File: src/rtl/fetch_pkg.sv
// Shared types and constants for the instruction fetch unit: FSM state encoding,
// the buffered fetch entry, and the reset / NOP constants.
package fetch_pkg;

    localparam logic [31:0] FETCH_RESET_PC = 32'h0100_0000;
    localparam logic [31:0] FETCH_NOP      = 32'h0000_0013;

    typedef enum logic [1:0] {
        ST_REQ   = 2'd0,
        ST_WAIT  = 2'd1,
        ST_STALL = 2'd2
    } fetch_state_e;

    typedef struct packed {
        logic [31:0] pc;
        logic [31:0] insn;
    } fetch_entry_t;

endpackage

File: src/rtl/fetch_fifo.sv
// Power-of-two fetch buffer with synchronous flush; push and pop may coincide at
// any occupancy, including full (the pop frees the slot being written).
module fetch_fifo
    import fetch_pkg::*;
#(
    parameter  int DEPTH = 2,
    localparam int AW    = $clog2(DEPTH),
    localparam int CW    = AW + 1
) (
    input  logic          clk,
    input  logic          rst_n,
    input  logic          i_flush,
    input  logic          i_push,
    input  fetch_entry_t  i_data,
    input  logic          i_pop,
    output logic          o_valid,
    output fetch_entry_t  o_head,
    output logic [CW-1:0] o_count
);

    fetch_entry_t  r_mem [DEPTH];
    logic [AW-1:0] r_rd_ptr;
    logic [AW-1:0] r_wr_ptr;
    logic [CW-1:0] r_count;
    logic          w_do_pop;
    logic          w_do_push;

    assign w_do_pop  = i_pop && (r_count != '0);
    assign w_do_push = i_push && ((r_count != CW'(DEPTH)) || w_do_pop);

    always_ff @(posedge clk or negedge rst_n) begin
        if (!rst_n) begin
            r_rd_ptr <= '0;
            r_wr_ptr <= '0;
            r_count  <= '0;
        end else if (i_flush) begin
            r_rd_ptr <= '0;
            r_wr_ptr <= '0;
            r_count  <= '0;
        end else begin
            if (w_do_push) r_wr_ptr <= r_wr_ptr + AW'(1);
            if (w_do_pop)  r_rd_ptr <= r_rd_ptr + AW'(1);
            if (w_do_push && !w_do_pop)      r_count <= r_count + CW'(1);
            else if (!w_do_push && w_do_pop) r_count <= r_count - CW'(1);
        end
    end

    // Storage needs no reset: nothing is visible until r_count says so.
    always_ff @(posedge clk) begin
        if (w_do_push && !i_flush) r_mem[r_wr_ptr] <= i_data;
    end

    assign o_valid = (r_count != '0);
    assign o_head  = r_mem[r_rd_ptr];
    assign o_count = r_count;

endmodule

File: src/rtl/fetch_unit.sv
// Single-outstanding instruction fetch unit feeding decode through fetch_fifo.
// Optional: define FETCH_MISALIGN_CHK_EN to trap misaligned redirects instead of aligning them.
// Handshakes: a transfer occurs on a rising edge where valid && ready; the source holds its payload until then.
module fetch_unit
    import fetch_pkg::*;
#(
    parameter logic [31:0] RESET_PC = FETCH_RESET_PC,
    parameter int          DEPTH    = 2
) (
    input  logic         clk,
    input  logic         reset,
    output logic         imem_req_valid,
    input  logic         imem_req_ready,
    output logic [31:0]  imem_req_addr,
    input  logic         imem_rsp_valid,
    input  logic [31:0]  imem_rsp_data,
    input  logic         redirect_valid,
    input  logic [31:0]  redirect_pc,
    output logic         f_valid,
    input  logic         f_ready,
    output logic [31:0]  f_pc,
    output logic [31:0]  f_insn,
    output logic         f_misalign,
    output fetch_state_e o_dbg_state
);

    localparam int CW = $clog2(DEPTH) + 1;

    fetch_state_e  r_state;
    fetch_state_e  w_next_state;
    logic [31:0]   r_pc;
    logic [31:0]   r_req_pc;
    logic          r_squash;
    logic          w_squash_next;
    logic          r_misalign;
    logic [31:0]   w_redir_pc;
    logic          w_bad_redir;
    logic          w_credit;
    logic          w_accept;
    logic          w_rsp_push;
    logic          w_fifo_valid;
    fetch_entry_t  w_head;
    fetch_entry_t  w_push_data;
    logic [CW-1:0] w_count;

`ifdef FETCH_MISALIGN_CHK_EN
    assign w_redir_pc  = redirect_pc;
    assign w_bad_redir = redirect_valid && (redirect_pc[1:0] != 2'b00);
`else
    assign w_redir_pc  = redirect_pc & 32'hFFFF_FFFC;
    assign w_bad_redir = 1'b0;
`endif

    // Only one request is ever in flight, and only from WAIT, so in REQ the
    // buffer occupancy alone decides whether a response would still fit.
    assign w_credit       = (w_count < CW'(DEPTH));
    assign imem_req_valid = reset && (r_state == ST_REQ) && w_credit
                            && !redirect_valid && !r_misalign;
    assign imem_req_addr  = r_pc;
    assign w_accept       = imem_req_valid && imem_req_ready;
    assign w_rsp_push     = (r_state == ST_WAIT) && imem_rsp_valid
                            && !r_squash && !redirect_valid;
    assign w_push_data    = '{pc: r_req_pc, insn: imem_rsp_data};

    always_comb begin
        w_next_state  = r_state;
        w_squash_next = r_squash;
        if (redirect_valid) begin
            // A response landing with the redirect retires the old request now.
            if ((r_state == ST_WAIT) && !imem_rsp_valid) begin
                w_next_state  = ST_WAIT;
                w_squash_next = 1'b1;
            end else begin
                w_next_state  = ST_REQ;
                w_squash_next = 1'b0;
            end
        end else begin
            case (r_state)
                ST_REQ: begin
                    if (!w_credit && !r_misalign) w_next_state = ST_STALL;
                    else if (w_accept)            w_next_state = ST_WAIT;
                end
                ST_WAIT: begin
                    if (imem_rsp_valid) begin
                        w_next_state  = ST_REQ;
                        w_squash_next = 1'b0;
                    end
                end
                ST_STALL: begin
                    if (w_credit) w_next_state = ST_REQ;
                end
                default: w_next_state = ST_REQ;
            endcase
        end
    end

    always_ff @(posedge clk or negedge reset) begin
        if (!reset) begin
            r_state    <= ST_REQ;
            r_pc       <= RESET_PC;
            r_req_pc   <= '0;
            r_squash   <= 1'b0;
            r_misalign <= 1'b0;
        end else begin
            r_state    <= w_next_state;
            r_squash   <= w_squash_next;
            r_misalign <= r_misalign | w_bad_redir;
            if (redirect_valid) begin
                r_pc <= w_redir_pc;
            end else if (w_accept) begin
                r_pc     <= r_pc + 32'd4;
                r_req_pc <= r_pc;
            end
        end
    end

    fetch_fifo #(
        .DEPTH (DEPTH)
    ) u_fifo (
        .clk     (clk),
        .rst_n   (reset),
        .i_flush (redirect_valid),
        .i_push  (w_rsp_push),
        .i_data  (w_push_data),
        .i_pop   (f_ready),
        .o_valid (w_fifo_valid),
        .o_head  (w_head),
        .o_count (w_count)
    );

    assign f_valid     = w_fifo_valid;
    assign f_pc        = w_fifo_valid ? w_head.pc   : 32'd0;
    assign f_insn      = w_fifo_valid ? w_head.insn : 32'd0;
    assign f_misalign  = r_misalign;
    assign o_dbg_state = r_state;

endmodule
File: config.mk
export PLATFORM = sky130hd
export DESIGN_NAME = fetch_unit
export DESIGN_NICKNAME = d
export VERILOG_FILES = /design/src/rtl/fetch_pkg.sv /design/src/rtl/fetch_fifo.sv /design/src/rtl/fetch_unit.sv
export SDC_FILE = /design/constraint.sdc
export NUM_CORES = 1
export LEC_CHECK = 0
export ABC_AREA = 1
export CAP_MARGIN = 25
export CELL_PAD_IN_SITES_DETAIL_PLACEMENT = 1
export CELL_PAD_IN_SITES_GLOBAL_PLACEMENT = 1
export CORE_MARGIN = 2
export CORE_UTILIZATION = 27
export CTS_CLUSTER_DIAMETER = 200
export DETAILED_ROUTE_END_ITERATION = 10
export MAX_ROUTING_LAYER = met4
export PLACE_DENSITY_LB_ADDON = 0.12
export SLEW_MARGIN = 20
export SYNTH_ARGS = -nofsm -noshare
export SYNTH_HDL_FRONTEND = slang
export SYNTH_SLANG_ARGS = --single-unit
export TNS_END_PERCENT = 50
File: constraint.sdc
create_clock -name clk -period 10.53 [get_ports clk]
set_input_delay 1.5795 -clock clk [delete_from_list [all_inputs] [get_ports clk]]
set_output_delay 1.5795 -clock clk [all_outputs]
set_load 0.02 [all_outputs]
; ---- Word level (Yosys, flattened, before mapping)
; Memories as Yosys holds them, arrays and structs flattened.
; Index checks and enable logic that the tools add are counted.
[op_classes]
bitwise = 1
eq_ne = 6
n_reduce_logical = 31
n_addsub = 5
muxes = 24
magnitude_cmp = 1
[op_table]
columns = op, count
row1 = 32-bit two-way mux, 4
row2 = "32-bit by 3-bit adder with 32-bit output, second input constant", 1
row3 = 2-bit two-way mux, 8
row4 = 1-bit logical AND, 13
row5 = 2-bit nonzero test, 6
row6 = 1-bit two-way mux, 11
row7 = 1-bit logical NOT, 6
row8 = "3-bit != test, second input constant", 2
row9 = 2-bit one-hot mux with 3 select lines, 1
row10 = "4-bit by 3-bit != test with 1-bit output, second input constant", 1
row11 = 2-bit AND reduction, 2
row12 = 3-bit AND reduction, 1
row13 = 3-bit nonzero test, 1
row14 = "1-bit adder, second input constant", 2
row15 = "2-bit by 1-bit adder with 2-bit output, second input constant", 1
row16 = "2-bit by 1-bit == test with 1-bit output, second input constant", 1
row17 = "2-bit == test, second input constant", 1
row18 = 2-bit logical NOT, 1
row19 = "2-bit less-than comparator, second input constant", 1
row20 = "2-bit != test, second input constant", 1
row21 = "2-bit by 1-bit subtractor with 2-bit output, second input constant", 1
row22 = 1-bit logical OR, 1
row23 = 1-bit inverter, 1
[totals]
regBits = 71
in_bits = 70
output_inout_bits = 101
mem_bits_rw = 128
word_cells = 76
mem_count = 1
[mem_list]
columns = memory, depth, width, read_ports, rd_clocked_by_memory_dff, write_ports, line
row1 = u_fifo.r_mem, 2, 64, 1, 0, 1, fetch_fifo.sv:21  ; fetch_entry_t r_mem [DEPTH];

; ---- Longest topological paths before layout
[logic_depth]
ltp_word = 10
mapped_depth = 9
mapped_depth_nobuf = 9

; ---- Cells and area by module
; Synthesis repeated with hierarchy kept, for this count alone.
[hier_totals]
cells_unflattened = 1008
hier_area_um2 = 8938.6
[by_module_without_submodules]
columns = module, seq_area_each_um2, n_inst, area_per_inst_um2, cells_each
row1 = fetch_fifo, 3943.8, 1, 4890.9, 371
row2 = fetch_unit, 1577.8, 1, 4047.6, 637

; ---- Worst setup path after synthesis
; Ideal clock, no wire load.
[synth_path]
path_kind = input to register
from = input redirect_valid
to = memory u_fifo.r_mem[0][0] (netlist name), enable pin
t_arrival_ps = 4748
path_buffers = 1
setup_ps = 482
path_slack_ps = 5300
stages = 6
required_time_ps = 10048
path_cell_list = buf_6 > inv_2 > nand2_1 > nor2_1 > o21ai_0 > nor2_1
[synth_via]
elab_chain_len = 6
[synth_lines]
columns = item, line
row1 = "start, declared", fetch_unit.sv:17  ; input logic redirect_valid,
row2 = 1-bit logical NOT *, "fetch_fifo.sv:50, fetch_unit.sv:62"
row3 = 1-bit logical AND, fetch_unit.sv:62  ; && !r_squash && !redirect_valid;
row4 = 1-bit logical AND, fetch_fifo.sv:29  ; assign w_do_push = i_push && ((r_count != CW'(DEPTH)) || w_do_pop);
row5 = 1-bit logical AND *, fetch_fifo.sv:50  ; if (w_do_push && !i_flush) r_mem[r_wr_ptr] <= i_data;
row6 = 1-bit two-way mux *, fetch_fifo.sv:50
row7 = 1-bit two-way mux (implied by the code) *, fetch_fifo.sv:50
row8 = "end, declared", fetch_fifo.sv:21
; Every way passes the cells marked *; elsewhere a longest branch is shown, timed or not.

; ---- Worst setup path in the final report
[layout_path]
from = register u_fifo.r_rd_ptr
to = output f_pc[21]
[layout_via]
elab_chain_len = 2
[layout_lines]
columns = item, line
row1 = "start, declared", fetch_fifo.sv:22  ; logic [AW-1:0] r_rd_ptr;
row2 = "start signal, assigned", fetch_fifo.sv:42  ; if (w_do_pop) r_rd_ptr <= r_rd_ptr + AW'(1);
row3 = memory read 2 x 64 bit, --
row4 = 32-bit two-way mux, fetch_unit.sv:132  ; assign f_pc = w_fifo_valid ? w_head.pc : 32'd0;
row5 = "end, declared", fetch_unit.sv:21  ; output logic [31:0] f_pc,
; Every way passes these cells.

==> results.yml <==
setup_path:
  r2r-end: "imem_req_addr[15]"
  cp-start-kind: "flop"
  slowest_stage: "clkdlybuf4s50_1"
  reg2reg_setup_slack_ns: 8.04
  endpoint_kind: "primary output"
  cp.arrival_ns: 3.23
  cpPeakStageDelay_ns: 0.65
  path_class: "flop to primary output"
  critPathRequiredTime_ns: 8.95
  timing.rr.start: "u_fifo.o_count[1]"
  cp_common_cell: "buf_4"
  worstPathMaxFanout: 63
  cp-startpoint: "u_fifo.r_rd_ptr"
  worst-r2r-cell-count: 7
  worstPathCellList: "buf_4 > inv_2 > buf_4 > nand2_1 > a21oi_1 > clkdlybuf4s50_1"
yosys:
  yosys.area.top_type_share_pct: 44.35
  synth_edf_count: 124
  synthCells: 887
  syn_area_um2: 8397
  yosys_warnings: 0
  ys.flop_type: "edfxtp_1"
  synth_cell_types: 29
  synth_area_leaders: "edfxtp_1 44%, dfrtp_1 20%, nand2_1 14%, nand3_1 4.8%, a21oi_1 3.8%"
  avgSynthCellArea_um2: 9.467
  yosys.area.top_type: "edfxtp_1"
  ys_seq_area_share_pct: 64.33
  async_flop_share_pct: 35.08
  synth-seq-cells: 191
layout:
  final_cell_mix: "305 x nand2_1, 162 x clkdlybuf4s50_1, 124 x edfxtp_1, 81 x nand3_1, 69 x nor2_1"
  layoutNonFillerInstCount: 1451
  layout_commonest_cell: "nand2_1"
  drive_above_1_share_pct: 5.592
  nets: 1113
  final_util_pct: 35.97
  num_antenna_cells: 0
  fillCellCount: 3493
  area_growth_syn_to_layout_pct: 31.05
floorplan:
  start_util_pct: 27.45
  dieArea_um2: 32530
  io_pins: 171
  row_count: 64
  coreArea_um2: 30590
  dieWidth_um: 180.4
  die_h_um: 180.4
pwr:
  p_per_area_nw_per_um2: 228.3
  power.total_mw: 2.512
  ir_worst_vdd_mv: 0.1104
  leakage_nw: 4.313
sta:
  fin_crit_sh_pct: 45.66
  setup_viol: 0
  skew_ns: 0.009699
  period_needed_ns: 4.808
  hold_violations: 0
  tns_ns: 0
  max_freq_mhz: 208.0
  slew_headroom_pct: 41.02
  rsz0062_at_grt: "no"
  tightestPinTransition_ns: 0.8846
  fin_hold_ws_ns: 0.4719
  maxSlewViolCount: 0
global_routing:
  grt_usage_pct: 15.10
  grt_max_degree: 70
  overflow: 0
  grt_pass1_wl_mm: 37.40
  antenna_found_initial: 0
  grt_pass1_vias: 6601
route:
  wl_met1_mm: 11.40
  maxUsedRoutingLayer: "met4"
  firstDrtPassIters: 4
  route.detailed.drc: 0
  antenna_left: 0
  wl_per_cell_um: 15.89
  routed_via_density: 4.445
  drt-total-wl_mm: 23.06
  met2WireLength_mm: 10.67
  drt_iter0_markers: 215
  wl_met3_um: 771
  via_count: 6450
cts:
  cts_root_buffer: "clkbuf_16"
  max-clock-path-buffers: 2
  clkLatencyLatePin_ns: 0.43
  clk_pin_slew_ns: 0.07
  htreeDepth: 4
  cts_resized: 0
  cts_inserted_buffers: 17
  cts_tree: "done"
  cts_setup_buffers: 0
  hold_buffers: 0
  cts.sinks: 191
worst_hold_path:
  min-delay-start: "r_req_pc[12]"
  hold_path_class: "flop to flop"
  hold_depth: 0
  min_to: "u_fifo.r_mem[0][44]"
flow_run:
  drv_cap: 0
placement:
  io_buffers: 163
  hpwl_mm: 15.22
  place_congestion: 0.8346
  dp.cells: 1418
status:
  status: "finished, final reports clean"
[area by class of cell]
class | instances | area (µm²) | area share, %
clock buffers | 23 | 500.5 | 4.548
clock inverters | 9 | 71.32 | 0.6481
inverters | 72 | 270.3 | 2.456
multi-input cells | 588 | 2550 | 23.17
flip-flops and latches | 191 | 5403 | 49.10
well taps | 396 | 495.5 | 4.503
repair buffers | 172 | 1714 | 15.58
[flip-flops by register name, indices dropped and copies added (netlist names)]
signal / count
r_squash: 1
u_fifo.o_count: 2
r_req_pc: 30
u_fifo.r_rd_ptr: 1
u_fifo.r_mem: 124
u_fifo.r_wr_ptr: 1
imem_req_addr: 30
o_dbg_state: 2
[synth_stat cells (all sizes together) (4+ instances only)]
library cell and count:
o21ai 36, nand4 4, nand3 81, nand2 307
a21oi 64, inv 72, clkbuf 23, buf 17
nor2 78, edfxtp 124, o211ai 4, dfrtp 66
[how the worst max path moves through the flow]
| stage | to | slack (ns) | cells after the start |
|---|---|---|---|
| after floorplan | u_fifo.r_mem[0][0] | 5.30 | 6 |
| after global placement | imem_req_valid | 5.64 | 5 |
| after detailed placement | imem_req_valid | 5.65 | 5 |
| after CTS | f_pc[20] | 5.57 | 6 |
| after global routing | f_pc[20] | 5.34 | 6 |
| final | f_pc[21] | 5.72 | 6 |
[stage by stage]
step | cell area, µm² | worst slack, ns
6_report | 11000 | 5.722
5_1_grt | 11000 | 5.337
4_1_cts | 10980 | 5.572
3_5_place_dp | 10410 | 5.646
3_3_place_gp | 10410 | 5.644
2_1_floorplan | 8412 | 5.300
[routing by layer]
layer  GRT usage [%]  up-vias
li1                -     3217
met1           20.18     3091
met2           23.54      131
met3           3.092       11
met4           3.742        0
met5               -        -
[cell families after synthesis]
family          after synthesis  share of synthesized area, %
compound gates              104                         6.318
xor+xnor                      2                        0.2087
fa+ha+maj                     1                        0.1490
buf+inv                     112                         5.662
flops                       191                         64.33
other cells                   1                       0.04466
simple gates                476                         23.29
[power by group]
part / total (mW) / switching [mW] / internal [mW] / leakage (nW)
clock network: 0.622 / 0.282 / 0.340 / 0.271
logic: 0.859 / 0.519 / 0.340 / 2.10
registers: 1.03 / 0.0955 / 0.935 / 1.94
total: 2.51 / 0.896 / 1.62 / 4.31
[worst max-delay path: cells and delay by family, from the launching register on]
family,cells,cell delay [ns]
AO/OA/AOI/OAI,1,0.24
buffers and inverters,4,2.03
flip-flops,1,0.39
AND/OR/NAND/NOR,1,0.09
Note: power is estimated with default switching activity, not from simulation.
